File: src/rtl/opex_stage.sv
// rtl/opex_stage.sv - OP->EX pipeline register with MA/WB forwarding and an iterative radix-2 divider
module opex_stage #(
   parameter int XLEN     = 32,
   parameter int DIV_ITER = 32,
   parameter int ICTRL_W  = 4,
   parameter int F_W      = 10,
   parameter int RF_W     = 5
)(
   input  logic               s_clk_i,
   input  logic               s_reset_i,
   input  logic [XLEN-1:0]    s_operand1_i,
   input  logic [XLEN-1:0]    s_operand2_i,
   input  logic [3:0]         s_fwd_i,
   input  logic               s_bubble_i,
   input  logic [ICTRL_W-1:0] s_idop_ictrl_i,
   input  logic [F_W-1:0]     s_idop_f_i,
   input  logic [RF_W-1:0]    s_idop_rd_i,
   input  logic               s_idop_div_i,
   input  logic [XLEN-1:0]    s_exma_val_i,
   input  logic [XLEN-1:0]    s_mawb_val_i,
   input  logic               s_hold_i,
   input  logic               s_flush_i,
   output logic [XLEN-1:0]    s_opex_op1_o,
   output logic [XLEN-1:0]    s_opex_op2_o,
   output logic [ICTRL_W-1:0] s_opex_ictrl_o,
   output logic [F_W-1:0]     s_opex_f_o,
   output logic [RF_W-1:0]    s_opex_rd_o,
   output logic               s_div_busy_o,
   output logic               s_div_valid_o,
   output logic [XLEN-1:0]    s_div_res_o
);

   localparam int CW = $clog2(DIV_ITER);

   typedef enum logic [1:0] {IDLE, CALC, DONE} state_t;

   state_t             state;
   logic [XLEN-1:0]    op1_q, op2_q;
   logic [ICTRL_W-1:0] ictrl_q;
   logic [F_W-1:0]     f_q;
   logic [RF_W-1:0]    rd_q;
   logic               div_q;
   logic [3:0]         fwd_q;

   logic [XLEN-1:0]    quo_q, rem_q, dvs_q;
   logic               quo_neg_q, rem_neg_q, valid_q;
   logic [CW-1:0]      cnt_q;

   logic [XLEN-1:0]    op1_r, op2_r;
   logic               ex_div, busy, load;
   logic               signed_op, div_zero, overflow;
   logic [XLEN-1:0]    abs1, abs2;
   logic [XLEN:0]      rem_sh;
   logic               ge;
   logic [XLEN-1:0]    rem_nx;
   logic [XLEN-1:0]    quo_fix, rem_fix;

   // fwd_q is cleared after the first EX cycle, so forwarding applies only then
   always_comb begin
      op1_r = op1_q;
      if (fwd_q[0])
         op1_r = s_exma_val_i;
      else if (fwd_q[2])
         op1_r = s_mawb_val_i;
      op2_r = op2_q;
      if (fwd_q[1])
         op2_r = s_exma_val_i;
      else if (fwd_q[3])
         op2_r = s_mawb_val_i;
   end

   assign ex_div    = (|ictrl_q) & div_q;
   assign busy      = ex_div & (state != DONE);
   assign load      = ~s_hold_i & ~busy;

   assign signed_op = ~f_q[0];
   assign abs1      = (signed_op & op1_r[XLEN-1]) ? -op1_r : op1_r;
   assign abs2      = (signed_op & op2_r[XLEN-1]) ? -op2_r : op2_r;
   assign div_zero  = (op2_r == '0);
   assign overflow  = signed_op & (op1_r == {1'b1, {(XLEN-1){1'b0}}}) & (&op2_r);

   // Restoring step; the shifted-out MSB forces a subtract since then rem_sh >= 2^XLEN > divisor
   assign rem_sh = {rem_q, quo_q[XLEN-1]};
   assign ge     = rem_sh[XLEN] | (rem_sh[XLEN-1:0] >= dvs_q);
   assign rem_nx = ge ? (rem_sh[XLEN-1:0] - dvs_q) : rem_sh[XLEN-1:0];

   assign quo_fix = quo_neg_q ? -quo_q : quo_q;
   assign rem_fix = rem_neg_q ? -rem_q : rem_q;

   always_ff @(posedge s_clk_i or posedge s_reset_i) begin
      if (s_reset_i) begin
         op1_q   <= '0;
         op2_q   <= '0;
         ictrl_q <= '0;
         f_q     <= '0;
         rd_q    <= '0;
         div_q   <= 1'b0;
         fwd_q   <= '0;
      end else if (s_flush_i) begin
         ictrl_q <= '0;
         fwd_q   <= '0;
      end else if (load) begin
         op1_q   <= s_operand1_i;
         op2_q   <= s_operand2_i;
         ictrl_q <= s_bubble_i ? '0 : s_idop_ictrl_i;
         fwd_q   <= s_bubble_i ? '0 : s_fwd_i;
         f_q     <= s_idop_f_i;
         rd_q    <= s_idop_rd_i;
         div_q   <= s_idop_div_i;
      end else begin
         // Keep the operands resolved in the first EX cycle while EX is held
         op1_q <= op1_r;
         op2_q <= op2_r;
         fwd_q <= '0;
      end
   end

   always_ff @(posedge s_clk_i or posedge s_reset_i) begin
      if (s_reset_i) begin
         state     <= IDLE;
         quo_q     <= '0;
         rem_q     <= '0;
         dvs_q     <= '0;
         quo_neg_q <= 1'b0;
         rem_neg_q <= 1'b0;
         valid_q   <= 1'b0;
         cnt_q     <= '0;
      end else if (s_flush_i) begin
         state   <= IDLE;
         valid_q <= 1'b0;
      end else begin
         case (state)
            IDLE: begin
               if (ex_div) begin
                  quo_neg_q <= signed_op & (op1_r[XLEN-1] ^ op2_r[XLEN-1]);
                  rem_neg_q <= signed_op & op1_r[XLEN-1];
                  if (div_zero) begin
                     quo_q     <= '1;
                     rem_q     <= op1_r;
                     quo_neg_q <= 1'b0;
                     rem_neg_q <= 1'b0;
                     valid_q   <= 1'b1;
                     state     <= DONE;
                  end else if (overflow) begin
                     quo_q     <= {1'b1, {(XLEN-1){1'b0}}};
                     rem_q     <= '0;
                     quo_neg_q <= 1'b0;
                     rem_neg_q <= 1'b0;
                     valid_q   <= 1'b1;
                     state     <= DONE;
                  end else begin
                     quo_q <= abs1;
                     rem_q <= '0;
                     dvs_q <= abs2;
                     cnt_q <= CW'(DIV_ITER - 1);
                     state <= CALC;
                  end
               end
            end
            CALC: begin
               quo_q <= {quo_q[XLEN-2:0], ge};
               rem_q <= rem_nx;
               if (cnt_q == '0) begin
                  valid_q <= 1'b1;
                  state   <= DONE;
               end else begin
                  cnt_q <= cnt_q - 1'b1;
               end
            end
            DONE: begin
               if (!s_hold_i) begin
                  valid_q <= 1'b0;
                  state   <= IDLE;
               end
            end
            default: begin
               valid_q <= 1'b0;
               state   <= IDLE;
            end
         endcase
      end
   end

   assign s_opex_op1_o   = op1_r;
   assign s_opex_op2_o   = op2_r;
   assign s_opex_ictrl_o = ictrl_q;
   assign s_opex_f_o     = f_q;
   assign s_opex_rd_o    = rd_q;
   assign s_div_busy_o   = busy;
   assign s_div_valid_o  = valid_q;
   assign s_div_res_o    = !valid_q ? '0 : (f_q[1] ? rem_fix : quo_fix);

endmodule

File: config.mk
export PLATFORM = sky130hd
export DESIGN_NAME = opex_stage
export DESIGN_NICKNAME = d
export VERILOG_FILES = /design/src/rtl/opex_stage.sv
export SDC_FILE = /design/constraint.sdc
export NUM_CORES = 1
export LEC_CHECK = 0
export CORE_UTILIZATION = 31
export DETAILED_ROUTE_END_ITERATION = 8
export PLACE_DENSITY = 0.6
export SKIP_LAST_GASP = 1
export SYNTH_ARGS = -nofsm -noshare
export SYNTH_HDL_FRONTEND = slang
export SYNTH_SLANG_ARGS = --single-unit
File: constraint.sdc
create_clock -name s_clk_i -period 8.96 [get_ports s_clk_i]
set_input_delay 1.344 -clock s_clk_i [delete_from_list [all_inputs] [get_ports s_clk_i]]
set_output_delay 1.344 -clock s_clk_i [all_outputs]
set_load 0.005 [all_outputs]
==> flow_summary.yaml <==
critical_path:
  cp.required_ps: 7620
  crit_start: "rem_q[16]"
  critical_path_class: "reg2out"
  startpoint_type: "flip-flop"
  endpoint_kind: "output port"
  arrival_ps: 4190
  cp_max_fo: 8
  worstReg2RegStart: "fwd_q[0]"
  ff2ff_path_depth: 10
place:
  port_buffers: 273
  dp.final_hpwl_um: 48400
  place_inst: 2694
  gp_congestion: 0.918
worst_hold_path:
  hold_depth: 2
  worst_hold_path_type: "reg2reg"
  hold_start: "op1_q[18]"
grt:
  grtUsageTotal: 0.254
  grt_first_pass_wirelength_um: 93800
  antenna_found_initial: 2
  grt_max_degree: 125
  globalRouteOverflowTotal: 0
  grt_pass1_vias: 14700
final_layout:
  finish.utilization: 0.399
  multiInputGateArea_sq_mm: 0.00954
  layout_common_cells: "clkdlybuf4s50_1 (272), nand2_1 (243), dfrtp_1 (191), o21ai_0 (168), a21oi_1 (160)"
  num-fill-cells: 4928
  instances_no_fill: 2726
  final_nets: 2295
  n_antenna_cell: 0
  final_common_cell: "clkdlybuf4s50_1"
  syn_to_final_growth_pct: 26.1
  seq_area_sq_mm: 0.00486
  drive_above_1_share: 0.0696
cts:
  cts.sinks: 194
  clk_pin_slew_worst_paths_ps: 70
  cts_hold_buf: 0
  cts_resized: 0
  cts_tree: "yes"
  post_cts_buffers: 0
  numCtsBuffers: 17
  clockBufferDepth: 2
  h-tree-depth: 4
  clkLatencyLatePin_ps: 510
  cts_root_buf: "clkbuf_16"
power_and_ir_drop:
  internal_power_w: 0.00319
  power.total_w: 0.00623
  p_sw_frac: 0.489
  p_comb_frac: 0.609
  vdd_drop_max_mv: 0.164
  switchingPower_w: 0.00305
  clkPwrFrac: 0.130
  leakage_nw: 7.98
  seq_power_share: 0.261
  p_per_area_mw_per_mm2: 325
routing:
  drc_errors: 0
  vias: 15300
  firstDrtPassIters: 6
  drtIter0Drc: 1436
  ant_nets: 0
  wl_per_cell_um: 23.4
  via_per_inst: 5.61
  wirelength_um: 63800
synthesis:
  ys.flop_type: "dfrtp_1"
  syn-num-nets: 2080
  synth_enable_flop_cells: 0
  netlist-cell-type-count: 72
  yosysSeqAreaShare: 0.320
  syn_area_sq_mm: 0.0152
  avgSynthCellArea_sq_um: 8.06
  synth_seq_cells: 194
  synth_warnings: 0
  synthCells: 1883
  async_flop_share: 1.00
timing:
  fmax_mhz: 181
  tns_ps: 0
  holdWs_ps: 488
  slew_headroom: 0.153
  hold_viol: 0
  slew_violations: 0
  rsz0062_at_grt: "false"
  fin_crit_ps: 5530
  worstMarginPinSlew_ps: 1260
  finalSetupViolations: 0
  fin_skew_ps: 18.5
  min_period_over_period: 0.617
floorplanning:
  start_util: 0.316
  die_y_um: 223
  die_area_sq_mm: 0.0499
  rows: 80
  core_sq_mm: 0.0480
  io-pin-count: 274
  die_w_um: 223
run:
  maxCapViolations: 0
outcome:
  outcome: "completed"
cell usage after synthesis, types with 6 or more instances:
cell type | instances | share of area
nand4_1 | 16 | 0.0066
a21o_1 | 21 | 0.010
o21ai_0 | 168 | 0.055
o41ai_1 | 15 | 0.0087
and4_1 | 6 | 0.0035
dfrtp_1 | 194 | 0.32
xnor2_1 | 97 | 0.056
nor3_1 | 23 | 0.0076
mux2i_1 | 119 | 0.078
o31ai_1 | 27 | 0.013
xor2_1 | 47 | 0.027
and2_1 | 13 | 0.0054
inv_1 | 82 | 0.020
or4_1 | 12 | 0.0059
ha_1 | 39 | 0.032
or2_2 | 6 | 0.0025
o21a_1 | 33 | 0.016
o21ai_1 | 41 | 0.014
a31oi_1 | 27 | 0.011
nand3b_1 | 7 | 0.0035
buf_2 | 20 | 0.0066
mux2_2 | 33 | 0.024
and3_1 | 7 | 0.0029
a22oi_1 | 10 | 0.0049
nand3_1 | 28 | 0.0092
or3_1 | 19 | 0.0078
nand2b_1 | 11 | 0.0045
o211a_1 | 23 | 0.015
a211oi_1 | 6 | 0.0030
buf_1 | 9 | 0.0022
nor2_1 | 143 | 0.035
o211ai_1 | 8 | 0.0040
a21oi_1 | 160 | 0.053
clkbuf_1 | 86 | 0.021
nor4_1 | 7 | 0.0029
nor2b_1 | 9 | 0.0037
nand2_1 | 243 | 0.060
cells by family (layout without fill, tap and decap cells):
family / count (synthesis) / after routing / synth area share
simple gates: 571 / 571 / 0.175
xor+xnor: 144 / 144 / 0.0831
flops: 194 / 194 / 0.320
buf+inv: 206 / 434 / 0.0554
fa+ha+maj: 40 / 40 / 0.0335
compound gates: 571 / 571 / 0.226
mux: 157 / 157 / 0.107
worst max-delay path, stage by stage (launching register included):
cell and delay, ps:
dfrtp_1 500, or3_1 440, or3_1 390, or3_1 390
o41ai_2 760, and3_1 260, o21ai_1 60, o21ai_0 200
and2_1 180, clkdlybuf4s50_1 500
metrics by stage:
step | cell area, sq um | setup WS, ps
after floorplan | 15200 | 2330
final | 19200 | 3430
after CTS | 19100 | 3000
after detailed placement | 18600 | 3140
after global placement | 18600 | 3280
after global routing | 19200 | 3220
registers in the layout, summed over array words and instances, names as in the netlist, 2 cells and up:
name            cells
rem_q              32
s_opex_rd_o         5
fwd_q               4
s_opex_ictrl_o      4
quo_q              32
state               2
s_opex_f_o         10
dvs_q              32
op1_q              32
op2_q              32
cnt_q               5
cell type report:
type,count,area share
clock buffer,18,0.0229
tap,615,0.0402
multi-input combinational,1483,0.498
timing repair buffer,320,0.161
clock inverter,14,0.00751
inverter,82,0.0165
sequential,194,0.254
power by group through the flow:
| stage | combinational (W) | clock (W) | sequential (W) |
|---|---|---|---|
| finish | 0.00380 | 0.000811 | 0.00162 |
| detailed placement | 0.00373 | 0 | 0.00162 |
| floorplan | 0.00264 | 0 | 0.00142 |
| global route | 0.00413 | 0.000861 | 0.00166 |
| CTS | 0.00375 | 0.000833 | 0.00160 |
| global placement | 0.00369 | 0 | 0.00161 |
metal layers:
metal  routed length (um)  part of all wire  up-vias  track usage
li1                     -                 -     7077            -
met1                26900              0.42     7367        0.329
met2                27600              0.43      738        0.382
met3                 6860              0.11       99       0.0844
met4                 2420             0.038        4        0.112
met5                   28           0.00044        -            0
final timing paths:
check / end / slack, ps
worst min-delay path: op1_q[18] / 490
worst max-delay path: s_div_res_o[31] / 3430
max in group asynchronous: fwd_q[1] / 5950
worst max register to register: cnt_q[1] / 3810
min in group asynchronous: s_opex_ictrl_o[3] / 1420
worst min register to register: op1_q[18] / 490
Power figures use the tool's default switching activity.
